[src/rtl/oflow_score_best_match_pkg.sv]
// rtl/oflow_score_best_match_pkg.sv - shared widths and FSM states for best-match selection
package oflow_score_best_match_pkg;

  localparam int SCORE_LEN = 32;
  localparam int ID_LEN    = 12;
  localparam int CAND_LEN  = 7;

  typedef enum logic [1:0] {
    IDLE    = 2'd0,
    COLLECT = 2'd1,
    DECIDE  = 2'd2
  } state_t;

endpackage

[src/rtl/oflow_running_min.sv]
// rtl/oflow_running_min.sv - running minimum of (score, id) pairs, earliest wins on ties
module oflow_running_min #(
  parameter int SCORE_LEN = 32,
  parameter int ID_LEN    = 12
) (
  input  logic                 clk,
  input  logic                 reset_N,
  input  logic                 clear,
  input  logic                 en,
  input  logic [SCORE_LEN-1:0] score,
  input  logic [ID_LEN-1:0]    id,
  output logic [SCORE_LEN-1:0] min,
  output logic [ID_LEN-1:0]    min_id
);

  always_ff @(posedge clk or negedge reset_N) begin
    if (!reset_N) begin
      min    <= '1;
      min_id <= '0;
    end else if (clear) begin
      min    <= '1;
      min_id <= '0;
    end else if (en && (score < min)) begin
      min    <= score;
      min_id <= id;
    end
  end

endmodule

[src/rtl/oflow_score_best_match.sv]
// rtl/oflow_score_best_match.sv - picks the lowest-score history match and allocates fresh IDs
module oflow_score_best_match
  import oflow_score_best_match_pkg::*;
#(
  parameter int SCORE_LEN = oflow_score_best_match_pkg::SCORE_LEN,
  parameter int ID_LEN    = oflow_score_best_match_pkg::ID_LEN,
  parameter int CAND_LEN  = oflow_score_best_match_pkg::CAND_LEN
) (
  input  logic                 clk,
  input  logic                 reset_N,
  input  logic                 start,
  input  logic [CAND_LEN-1:0]  num_of_candidates,
  input  logic [SCORE_LEN-1:0] score_threshold,
  input  logic                 score_valid,
  input  logic [SCORE_LEN-1:0] score,
  input  logic [ID_LEN-1:0]    id,
  output logic                 busy,
  output logic                 done,
  output logic [SCORE_LEN-1:0] best_score,
  output logic [ID_LEN-1:0]    best_id,
  output logic                 new_object,
  output logic [ID_LEN-1:0]    assigned_id
);

  state_t state, next_state;

  logic [CAND_LEN-1:0]  cand_left;
  logic [SCORE_LEN-1:0] thr_q;
  logic                 zero_q;
  logic [ID_LEN-1:0]    next_free_id;
  logic [SCORE_LEN-1:0] run_min;
  logic [ID_LEN-1:0]    run_id;
  logic [SCORE_LEN-1:0] best_score_q;
  logic [ID_LEN-1:0]    best_id_q;
  logic                 new_object_q;
  logic [ID_LEN-1:0]    assigned_id_q;
  logic                 accept;
  logic                 take;
  logic                 in_decide;
  logic                 decide_new;
  logic [ID_LEN-1:0]    decide_id;

  assign accept     = (state == IDLE) && start;
  assign take       = (state == COLLECT) && score_valid && (cand_left != '0);
  assign in_decide  = (state == DECIDE);
  assign decide_new = zero_q || (run_min > thr_q);
  assign decide_id  = decide_new ? next_free_id : run_id;

  oflow_running_min #(
    .SCORE_LEN (SCORE_LEN),
    .ID_LEN    (ID_LEN)
  ) u_running_min (
    .clk     (clk),
    .reset_N (reset_N),
    .clear   (accept),
    .en      (take),
    .score   (score),
    .id      (id),
    .min     (run_min),
    .min_id  (run_id)
  );

  always_ff @(posedge clk or negedge reset_N) begin
    if (!reset_N) state <= IDLE;
    else          state <= next_state;
  end

  // A zero-candidate search still spends one cycle in COLLECT so done lands two cycles after start.
  always_comb begin
    next_state = state;
    busy       = 1'b0;
    done       = 1'b0;
    case (state)
      IDLE: begin
        if (start) next_state = COLLECT;
      end
      COLLECT: begin
        busy = 1'b1;
        if (cand_left == '0)
          next_state = DECIDE;
        else if (score_valid && (cand_left == CAND_LEN'(1)))
          next_state = DECIDE;
      end
      DECIDE: begin
        done       = 1'b1;
        next_state = IDLE;
      end
      default: next_state = IDLE;
    endcase
  end

  always_ff @(posedge clk or negedge reset_N) begin
    if (!reset_N) begin
      cand_left     <= '0;
      thr_q         <= '0;
      zero_q        <= 1'b0;
      next_free_id  <= '0;
      best_score_q  <= '1;
      best_id_q     <= '0;
      new_object_q  <= 1'b0;
      assigned_id_q <= '0;
    end else begin
      if (accept) begin
        cand_left <= num_of_candidates;
        thr_q     <= score_threshold;
        zero_q    <= (num_of_candidates == '0);
      end else if (take) begin
        cand_left <= cand_left - CAND_LEN'(1);
      end
      if (in_decide) begin
        best_score_q  <= run_min;
        best_id_q     <= run_id;
        new_object_q  <= decide_new;
        assigned_id_q <= decide_id;
        if (decide_new) next_free_id <= next_free_id + ID_LEN'(1);
      end
    end
  end

  // During the done cycle the live decision is shown; the held copy takes over afterwards.
  assign best_score  = in_decide ? run_min    : best_score_q;
  assign best_id     = in_decide ? run_id     : best_id_q;
  assign new_object  = in_decide ? decide_new : new_object_q;
  assign assigned_id = in_decide ? decide_id  : assigned_id_q;

endmodule

[config.mk]
export PLATFORM = sky130hd
export DESIGN_NAME = oflow_score_best_match
export DESIGN_NICKNAME = d
export VERILOG_FILES = /design/src/rtl/oflow_score_best_match_pkg.sv /design/src/rtl/oflow_running_min.sv /design/src/rtl/oflow_score_best_match.sv
export SDC_FILE = /design/constraint.sdc
export NUM_CORES = 1
export LEC_CHECK = 0
export ABC_AREA = 0
export BUFFER_PORTS_ARGS = -buffer_cell sky130_fd_sc_hd__buf_2
export CAP_MARGIN = 25
export CORE_AREA = 3 3 125 127
export DETAILED_ROUTE_END_ITERATION = 10
export DIE_AREA = 0 0 128 130
export PLACE_DENSITY = 0.78
export RECOVER_POWER = 50
export REMOVE_ABC_BUFFERS = 1
export SLEW_MARGIN = 5
export SYNTH_ARGS = -nofsm -noshare
export SYNTH_HDL_FRONTEND = slang
export SYNTH_SLANG_ARGS = --single-unit
[constraint.sdc]
create_clock -name clk -period 6.9 [get_ports clk]
set_clock_uncertainty 0.1 [all_clocks]
set_input_delay 0.69 -clock clk [delete_from_list [all_inputs] [get_ports clk]]
set_output_delay 0.69 -clock clk [all_outputs]
set_load 0.03 [all_outputs]
==> metrics.yaml, run 1 <==
tightest_slew_ns: 3.88
critical_path.max_stage_delay_ns: 2.10
n_fill_cell: 1225
final-max-slew-violation-count: 199
p_clk_frac: 0.194
dp_cells: 1149
layout_commonest_cell: "nand2_1"
crit_path_cell_trace: "clkbuf_1, clkbuf_1"
grt_pass1_wl_um: 29700
crit_type: "input port to async pin"
layout_common_cells: "nand2_1 (162), buf_2 (144), inv_1 (114)"
synth_top_area_frac: 0.284
routed_via_density: 5.20
grt_overflow: 0
fin_crit_sh: 0.687
clk_latency_ns: 0.43
synth_cell_type_count: 49
clk_pin_slew_ns: 0.07
start_util: 0.553
numPortBuffers: 145
drive_gt1_frac: 0.252
yosys_warnings: 0
grt_max_degree: 108
final_nets: 1140
grt.busiest_layer: "met2"
intPower_mw: 2.57
dieHeight_um: 130
clockBufferDepth: 2
violations: "capacitance limit, slew limit"
area_growth_pct: 17.3
vdd_drop_max_v: 0.000225
relSlewSlack: -1.59
fp.dieW_um: 128
rsz0062_at_grt: "no"
final_hold_viol_count: 0
clock-root-buffer: "clkbuf_16"
gp_congestion: 0.828
ys_seq_area_frac: 0.493
grt.total_usage: 0.226
cts_resized: 0
yosysTopAreaCell: "dfrtp_1"
drt_wl_total_um: 18000
met1_usage: 0.310
path_buf_inv: 2
crit_family: "buffers and inverters"
cp.arrival_ns: 4.56
setup.worst_path.end_class: "async pin"
worstSetupStartpointType: "input port"
net-switching-power_mw: 1.85
cts_tree: "done"
status: "complete, but fails checks"
netlist_instances: 850
fin_setup_tns_ns: 0
p_seq_frac: 0.363
die-area_mm2: 0.0166
finalSetupViolations: 0
coreArea_mm2: 0.0145
met3_usage: 0.0573
synth.cell_area_mm2: 0.00803
cp_max_fo: 54
clock_sinks: 155
cts_setup_buffers: 0
synth-main-ff-cell: "dfrtp_1"
routedWlPerCell_um: 15.2
firstDrtPassIters: 4
ios: 146
synth_seq_cells: 155
place_hpwl_um: 12600
hp-class: "input port to flip-flop"
ant_nets: 0
synthTopCellsByArea: "dfrtp_1 (28%), dfstp_2 (21%), ha_1 (10%), nand2_1 (7.6%), mux2i_1 (5.5%)"
synth_edf_count: 0
first_iter_violations: 340
htree_num_levels: 4
grt_antenna_before_repair: 2
num_vias: 6157
drc_errors: 0
cts_made_buffers: 17
rows: 44
grt_pass1_vias: 6106
power.density_mw_per_mm2: 470
synthArstFlopShare: 1.00
use_met2: 0.361
stdcell_count: 1184
swShare: 0.419
crit_path_top_delay_cell: "clkbuf_1"
worstPathRequired_ns: 6.72
maxClockFrequency_mhz: 211
crit_top_cell: "clkbuf_1"
avgSynthCellArea_um2: 9.45
utilization: 0.648
pwr-share-comb: 0.442
holdBufCountCts: 0
p_leak_nw: 5.08
finalWorstPathRequiredPeriod_ns: 4.74
cap_violations: 3
-- cell type report --
type	instances	area, µm²	share of cell area
sequential	155	3960	0.420
clock buffer	18	429	0.0456
inverter	115	432	0.0458
antenna	1	2.50	0.000266
clock inverter	14	111	0.0118
tap	184	230	0.0244
timing repair buffer	150	758	0.0805
multi-input combinational	547	3500	0.371
-- metrics by stage --
step | instance area (µm²) | hold WS, ns | total power [mW] | setup slack, ns
finish | 9420 | 0.363 | 4.43 | 2.16
global route | 9420 | 0.365 | 4.78 | 1.26
CTS | 9420 | 0.0910 | 4.44 | 2.52
detailed placement | 8880 | 0.357 | 3.55 | 2.99
global placement | 8880 | 0.348 | 3.48 | 3.11
floorplan | 7870 | 0.294 | 3.04 | 0.00490
-- metal layers --
layer	part of all wire	vias up	wire (µm)
met3	0.046	21	825
met2	0.47	129	8570
met5	0.00072	-	13
met1	0.47	2923	8400
li1	-	3082	-
met4	0.013	2	227
-- power groups by stage --
stage / sequential (mW) / combinational (mW) / clock [mW]
2_1_floorplan: 1.57 / 1.46 / 0
3_3_place_gp: 1.60 / 1.88 / 0
3_5_place_dp: 1.62 / 1.93 / 0
4_1_cts: 1.61 / 1.96 / 0.872
5_1_grt: 1.66 / 2.21 / 0.918
6_report: 1.61 / 1.96 / 0.861
-- Yosys cell counts, types with 4 or more instances --
cell	number
o21ai_0	78
clkbuf_1	23
buf_6	5
o211ai_1	13
a21oi_1	24
inv_1	114
buf_1	4
dfstp_2	64
nor3_1	12
a211oi_1	5
nand2_1	162
dfrtp_1	91
ha_1	67
xor2_1	10
nand3_1	19
nor2b_1	4
mux2i_1	44
nor2_1	54
a21o_1	5
nand4_1	9
xnor2_1	5
-- path summary, 6_finish.rpt --
kind / start / endpoint / slack [ns] / cells past startpoint
worst min register to register: new_object_q / new_object_q / 0.37 / 1
min in group asynchronous: reset_N / thr_q[12] / 0.92 / 1
worst max-delay path: reset_N / cand_left[5] / 2.16 / 2
worst min-delay path: score_threshold[9] / thr_q[9] / 0.36 / 3
worst max register to register: state[1] / cand_left[2] / 2.20 / 4
max in group clk: state[1] / cand_left[2] / 2.20 / 4
-- registers in the layout, summed over array words and instances (netlist names) --
register and cells:
assigned_id_q 12, new_object_q 1, state 2, thr_q 32, zero_q 1, best_id_q 12
best_score_q 32, u_running_min.min 32, next_free_id 12, cand_left 7, u_running_min.min_id 12
-- cells by family after synthesis --
group	after synthesis	share of synthesized area
adders and majority gates	67	0.104
muxes	45	0.0562
and+or+nand+nor	278	0.152
xor gates and xnor gates	15	0.0164
buffers and inverters	148	0.0740
AOI/OAI and AO/OA	142	0.104
DFF	155	0.493
Power figures use the tool's default switching activity.
==> run 2: changes to the inputs <==
==> constraint.sdc (replaced) <==
create_clock -name clk -period 5 [get_ports clk]
set_clock_uncertainty 0.1 [all_clocks]
set_input_delay 0.5 -clock clk [delete_from_list [all_inputs] [get_ports clk]]
set_output_delay 0.5 -clock clk [all_outputs]
set_load 0.03 [all_outputs]
==> run 2 against run 1 <==
  * The run still ends with capacitance limit, slew limit left
  * Power up 45%
  * First-iteration DRC count up 28%
  * Clock power up 73%
  * Wire length up 1.9%
  * Critical path type is now flip-flop to primary output
  * Largest cell class unchanged
  * Highest routed layer is now met4
==> metrics.yaml, run 2 (same netlist as run 1, synthesis figures left out) <==
ios: 146
layout_common_cells: "nand2_1 (162), buf_2 (144), inv_1 (114)"
htree_num_levels: 4
r2r-start: "u_running_min.min[5]"
grt_overflow: 0
final_nets: 1141
gp_congestion: 0.839
path_buf_inv: 2
setup.worst_path.end_class: "primary output"
final-max-slew-violation-count: 141
routed_via_density: 5.28
stdcell_count: 1184
grt_pass1_vias: 6151
numPortBuffers: 145
clock_sinks: 155
crit_family: "compound AO/OA/AOI/OAI gates"
clock-root-buffer: "clkbuf_16"
cts_tree: "done"
grt_pass1_wl_um: 30100
cts_setup_buffers: 0
largestRegisters: "best_score_q x32, thr_q x32, u_running_min.min x32"
final_hold_viol_count: 0
clockBufferDepth: 2
fin_crit_sh: 0.738
regToRegEndpoint: "u_running_min.min_id[2]"
r2r_slack_ns: 1.53
clk_pin_slew_ns: 0.06
hp-class: "input port to flip-flop"
grt.total_usage: 0.227
routedWlPerCell_um: 15.5
fp.dieW_um: 128
dp_cells: 1150
worstSetupStartpointType: "flip-flop"
startpoint: "u_running_min.min[27]"
holdPathEnd: "thr_q[25]"
n_fill_cell: 1208
grt_antenna_before_repair: 0
rows: 44
power.density_mw_per_mm2: 670
cts_made_buffers: 17
final-seq-area_mm2: 0.00396
crit_type: "flip-flop to primary output"
drive_gt1_frac: 0.254
firstDrtPassIters: 5
critical_path.max_stage_delay_ns: 0.56
hp-start: "score_threshold[25]"
status: "complete, but fails checks"
coreArea_mm2: 0.0145
finalSetupViolations: 0
num_antenna_cells: 0
layout_commonest_cell: "nand2_1"
holdBufCountCts: 1
worstPathRequired_ns: 4.40
tightest_slew_ns: 2.53
multi_input_area_mm2: 0.00350
p_leak_nw: 5.16
rsz0062_at_grt: "no"
finalWorstPathRequiredPeriod_ns: 3.69
first_iter_violations: 436
start_util: 0.553
hold_depth: 3
maxClockFrequency_mhz: 271
grt_max_degree: 108
crit_path_cell_trace: "ha_1, nand4_1, nor2_1, a221oi_1, nand3b_1, o22ai_2, buf_4, nand3_1, o311ai_0, buf_2"
drt_wl_total_um: 18400
die-area_mm2: 0.0166
clk_latency_ns: 0.42
reg2reg_depth: 10
drc_errors: 0
vdd_drop_max_v: 0.000578
dieHeight_um: 130
cp.arrival_ns: 3.09
crit_path_top_delay_cell: "dfstp_2"
cts_resized: 0
num_vias: 6257
place_hpwl_um: 12600
cap_violations: 2
holdWs_ns: 0.173
area_growth_pct: 19.2
ant_nets: 0
cp_max_fo: 28
violations: "capacitance limit, slew limit"
relSlewSlack: -0.688
## run 2: cell types whose count changed in the layout (fill, tap and decap cells not counted), moves of 2 or more
cell       change
bufinv_16      +6
clkbuf_1       -3
clkinv_4       -4
clkbuf_8       +3
inv_6          -5
buf_4          +2
## run 2: how the worst max path moves through the flow
stage	endpoint	slack [ns]	depth (start not counted)
final	assigned_id[10]	1.31	10
after global routing	assigned_id[3]	1.08	9
after CTS	assigned_id[3]	1.30	8
after detailed placement	u_running_min.min_id[9]	1.64	10
after global placement	u_running_min.min_id[6]	1.64	10
after floorplan	u_running_min.min_id[0]	-1.77	9
## run 2: area by class of cell
class,instances,share of cell area
Timing Repair Buffer,151,0.0804
Sequential cell,155,0.414
Clock inverter,12,0.0226
Multi-Input combinational cell,547,0.365
Tap cell,184,0.0241
Inverter,115,0.0451
Clock buffer,20,0.0488
## run 2: power breakdown
group	total [mW]	switching, mW	internal [mW]
Clock	1.49	0.513	0.973
Combinational	2.70	1.76	0.941
Sequential	2.22	0.268	1.95
Total	6.41	2.54	3.87
## run 2: per-stage QoR
| step | power [mW] | setup WS (ns) | area (µm²) | util | TNS (ns) |
|---|---|---|---|---|---|
| floorplan | 4.19 | -1.77 | 7870 | - | -76.12 |
| CTS | 6.45 | 1.30 | 9580 | 0.659 | 0 |
| global placement | 4.81 | 1.64 | 8890 | 0.611 | 0 |
| detailed placement | 4.92 | 1.64 | 8890 | 0.611 | 0 |
| finish | 6.41 | 1.31 | 9570 | 0.659 | 0 |
| global route | 6.89 | 1.08 | 9570 | 0.659 | 0 |
## run 2: worst reg2reg max path: cells and delay by family (launching register included)
family                     cells  cell delay (ns)
DFF                            1             0.54
adders and majority gates      1             0.28
buffers and inverters          2             0.47
muxes                          1             0.26
and+or+nand+nor                1             0.06
AOI/OAI and AO/OA              5             1.59
## run 2: per-layer routing
metal | share of wire | global-route usage | up-vias
met5 | 0 | 0 | -
met4 | 0.017 | 0.0743 | 0
met3 | 0.050 | 0.0487 | 25
met2 | 0.48 | 0.363 | 171
met1 | 0.46 | 0.312 | 2973
li1 | - | - | 3088
==> run 3: changes to the inputs <==
--- a/config.mk
+++ b/config.mk
@@ -5,13 +5,13 @@
 export SDC_FILE = /design/constraint.sdc
 export NUM_CORES = 1
 export LEC_CHECK = 0
-export ABC_AREA = 0
+export ABC_AREA = 1
 export BUFFER_PORTS_ARGS = -buffer_cell sky130_fd_sc_hd__buf_2
 export CAP_MARGIN = 25
-export CORE_AREA = 3 3 125 127
+export CORE_AREA = 3 3 132 134
 export DETAILED_ROUTE_END_ITERATION = 10
-export DIE_AREA = 0 0 128 130
-export PLACE_DENSITY = 0.78
+export DIE_AREA = 0 0 135 137
+export PLACE_DENSITY = 0.76
 export RECOVER_POWER = 50
 export REMOVE_ABC_BUFFERS = 1
 export SLEW_MARGIN = 5
==> constraint.sdc (replaced) <==
create_clock -name clk -period 3.3 [get_ports clk]
set_clock_uncertainty 0.1 [all_clocks]
set_input_delay 0.33 -clock clk [delete_from_list [all_inputs] [get_ports clk]]
set_output_delay 0.33 -clock clk [all_outputs]
set_load 0.03 [all_outputs]
==> run 3 against run 2 <==
  * The run now ends clean
  * Wire length increased by 13%
  * Non-clock buffer count increased by 11
  * Via count increased by 13%
  * Critical path type unchanged
  * Critical endpoint is now assigned_id[4]
  * Largest cell class unchanged
==> metrics.yaml, run 3 <==
tightest_slew_ns: 1.34
routedWlPerCell_um: 15.2
worstSetupStartpointType: "flip-flop"
clock-root-buffer: "clkbuf_16"
synth_edf_count: 0
layout_common_cells: "nand2_1 (289), buf_2 (144), inv_1 (105)"
cts_setup_buffers: 0
die-area_mm2: 0.0185
htree_num_levels: 4
netlist_instances: 991
drc_errors: 0
ys_seq_area_frac: 0.479
grt_overflow: 0
crit_top_cell: "nand2_1"
yosysMostFrequentCell: "nand2_1"
crit_type: "flip-flop to primary output"
synth_top_family_by_area: "simple AND/OR/NAND/NOR gates"
hp-class: "input port to flip-flop"
synth_common_cells: "nand2_1 (291), inv_1 (105), dfrtp_1 (91)"
drt_wl_total_um: 20700
crit_path_top_delay_cell: "dfstp_2"
yosysTopAreaCell: "dfrtp_1"
synth-xor-area-share: 0.0116
cap_violations: 0
first_iter_violations: 482
synth_cell_type_count: 37
grt_max_degree: 96
final_nets: 1284
pwr-share-comb: 0.491
r2r_slack_ns: 0.55
drive_gt1_frac: 0.261
synthMuxAreaShare: 0
grt_pass1_vias: 6967
power.density_mw_per_mm2: 1080
dr_wl_met2_um: 9400
p_leak_nw: 5.12
final_area_mm2: 0.00987
grt.total_usage: 0.230
clk_latency_ns: 0.43
synth_fa_ha_area_frac: 0.101
synthTopCellsByArea: "dfrtp_1 (28%), dfstp_2 (20%), nand2_1 (13%), ha_1 (10%), nand3_1 (5.3%)"
ios: 146
cts_made_buffers: 17
p_seq_frac: 0.317
synth_compound_area_frac: 0.0827
synth_seq_cells: 155
met1_length_um: 9680
final-max-slew-violation-count: 0
holdWs_ns: 0.0144
largestRegisters: "best_score_q x32, thr_q x32, u_running_min.min x32"
yosys_warnings: 0
n_fill_cell: 1404
path_buf_inv: 2
layout_commonest_cell: "nand2_1"
num_vias: 7046
coreArea_mm2: 0.0164
cp.arrival_ns: 2.73
worstPathRequired_ns: 2.87
dpl_cell_area_mm2: 0.00922
avgSynthCellArea_um2: 8.35
clk_pin_slew_ns: 0.06
area_growth_pct: 19.3
setup.worst_path.end_class: "primary output"
vdd_drop_max_v: 0.000620
cts_tree: "done"
synthArstFlopShare: 1.00
fp.dieW_um: 135
routed_via_density: 5.17
top_layer: "met5"
synth-simple-area-share: 0.252
swShare: 0.444
clockBufferDepth: 2
p_clk_frac: 0.191
finalSetupViolations: 0
crit_path_cell_trace: "ha_1, a21oi_1, o21ai_0, a21oi_2, nand2_1, nand2_1, nand2_1, nand2_2, buf_6, nand3_1, nand3_1, nand2_1, buf_2"
firstDrtPassIters: 5
crit_family: "simple AND/OR/NAND/NOR gates"
grt_antenna_before_repair: 1
net-switching-power_mw: 4.72
relSlewSlack: 0.107
dieHeight_um: 137
maxClockFrequency_mhz: 316
place_hpwl_um: 14400
routed-wl-met3_um: 1220
ant_nets: 0
grt_pass1_wl_um: 33900
rows: 47
finalWorstPathRequiredPeriod_ns: 3.16
status: "finished clean"
synth.cell_area_mm2: 0.00827
intPower_mw: 5.90
cp_max_fo: 11
clock_sinks: 155
final_hold_viol_count: 0
fin_setup_tns_ns: 0
fin_crit_sh: 0.958
start_util: 0.504
synth_top_area_frac: 0.275
synth-main-ff-cell: "dfrtp_1"
numPortBuffers: 145
gp_congestion: 0.865
critical_path.max_stage_delay_ns: 0.55
## run 3: changes by cell type in the layout (fill, tap and decap cells not counted), moves of 12 or more
cell and delta:
nand2_1 +127, or2_2 +32, nand3_1 +69, o21ai_1 +12
nor2_1 -25, mux2i_1 -44
## run 3: per-layer routing
| layer | vias to the layer above | global-route usage |
|---|---|---|
| li1 | 3486 | - |
| met1 | 3311 | 0.318 |
| met2 | 212 | 0.358 |
| met3 | 35 | 0.0526 |
| met4 | 2 | 0.0812 |
| met5 | - | 0 |
## run 3: layout make-up
| type | instances | area (µm²) | area share |
|---|---|---|---|
| clock buffer | 23 | 510 | 0.0517 |
| antenna | 1 | 2.50 | 0.000254 |
| sequential | 155 | 3960 | 0.401 |
| inverter | 109 | 409 | 0.0415 |
| timing repair buffer | 162 | 886 | 0.0898 |
| tap | 220 | 275 | 0.0279 |
| multi-input combinational | 685 | 3720 | 0.377 |
| clock inverter | 9 | 108 | 0.0109 |
## run 3: worst paths after layout
kind,cells past startpoint,start,endpoint
setup / recovery,13,u_running_min.min[13],assigned_id[4]
hold / removal,3,score_threshold[16],thr_q[16]
setup reg to reg,13,u_running_min.min[5],u_running_min.min[26]
hold reg to reg,2,assigned_id_q[3],assigned_id_q[3]
max in group asynchronous,3,reset_N,best_id_q[8]
min in group asynchronous,2,reset_N,thr_q[25]
## run 3: cell families (layout without fill, tap and decap cells)
group,Yosys count,after routing
buffers and inverters,152,303
AOI/OAI and AO/OA,130,130
DFF,155,155
adders and majority gates,67,67
xor gates and xnor gates,11,11
and+or+nand+nor,476,477
other,0,1
## run 3: power groups by stage
stage	clock, mW	combinational (mW)	sequential (mW)
after floorplan	0	3.71	3.32
after global placement	0	5.02	3.36
after detailed placement	0	5.14	3.40
after CTS	2.06	5.20	3.37
after global routing	2.15	5.91	3.46
final	2.03	5.22	3.37
## run 3: what timing repair did
item | 4_1_cts | 5_1_grt
endpoints found under the setup margin | 8 | 12
pin swaps | 0 | 1
gates cloned | 0 | 1
gates resized for setup | 1 | 3
hold endpoints to repair | 19 | 0
hold buffers | 4 | 0
## run 3: stage by stage
stage / total power [mW] / std cells / setup slack [ns] / utilization
2_1_floorplan: 7.03 / 948 / -0.139 / -
3_3_place_gp: 8.38 / 1326 / 0.435 / 0.562
3_5_place_dp: 8.53 / 1326 / 0.442 / 0.562
4_1_cts: 10.6 / 1362 / 0.0264 / 0.602
5_1_grt: 11.5 / 1363 / -0.0107 / 0.601
6_report: 10.6 / 1364 / 0.140 / 0.602
## run 3: tightest hold or removal path: stages
cell and delay (ns):
buf_2 0.07, nand2_1 0.04, o21ai_1 0.06
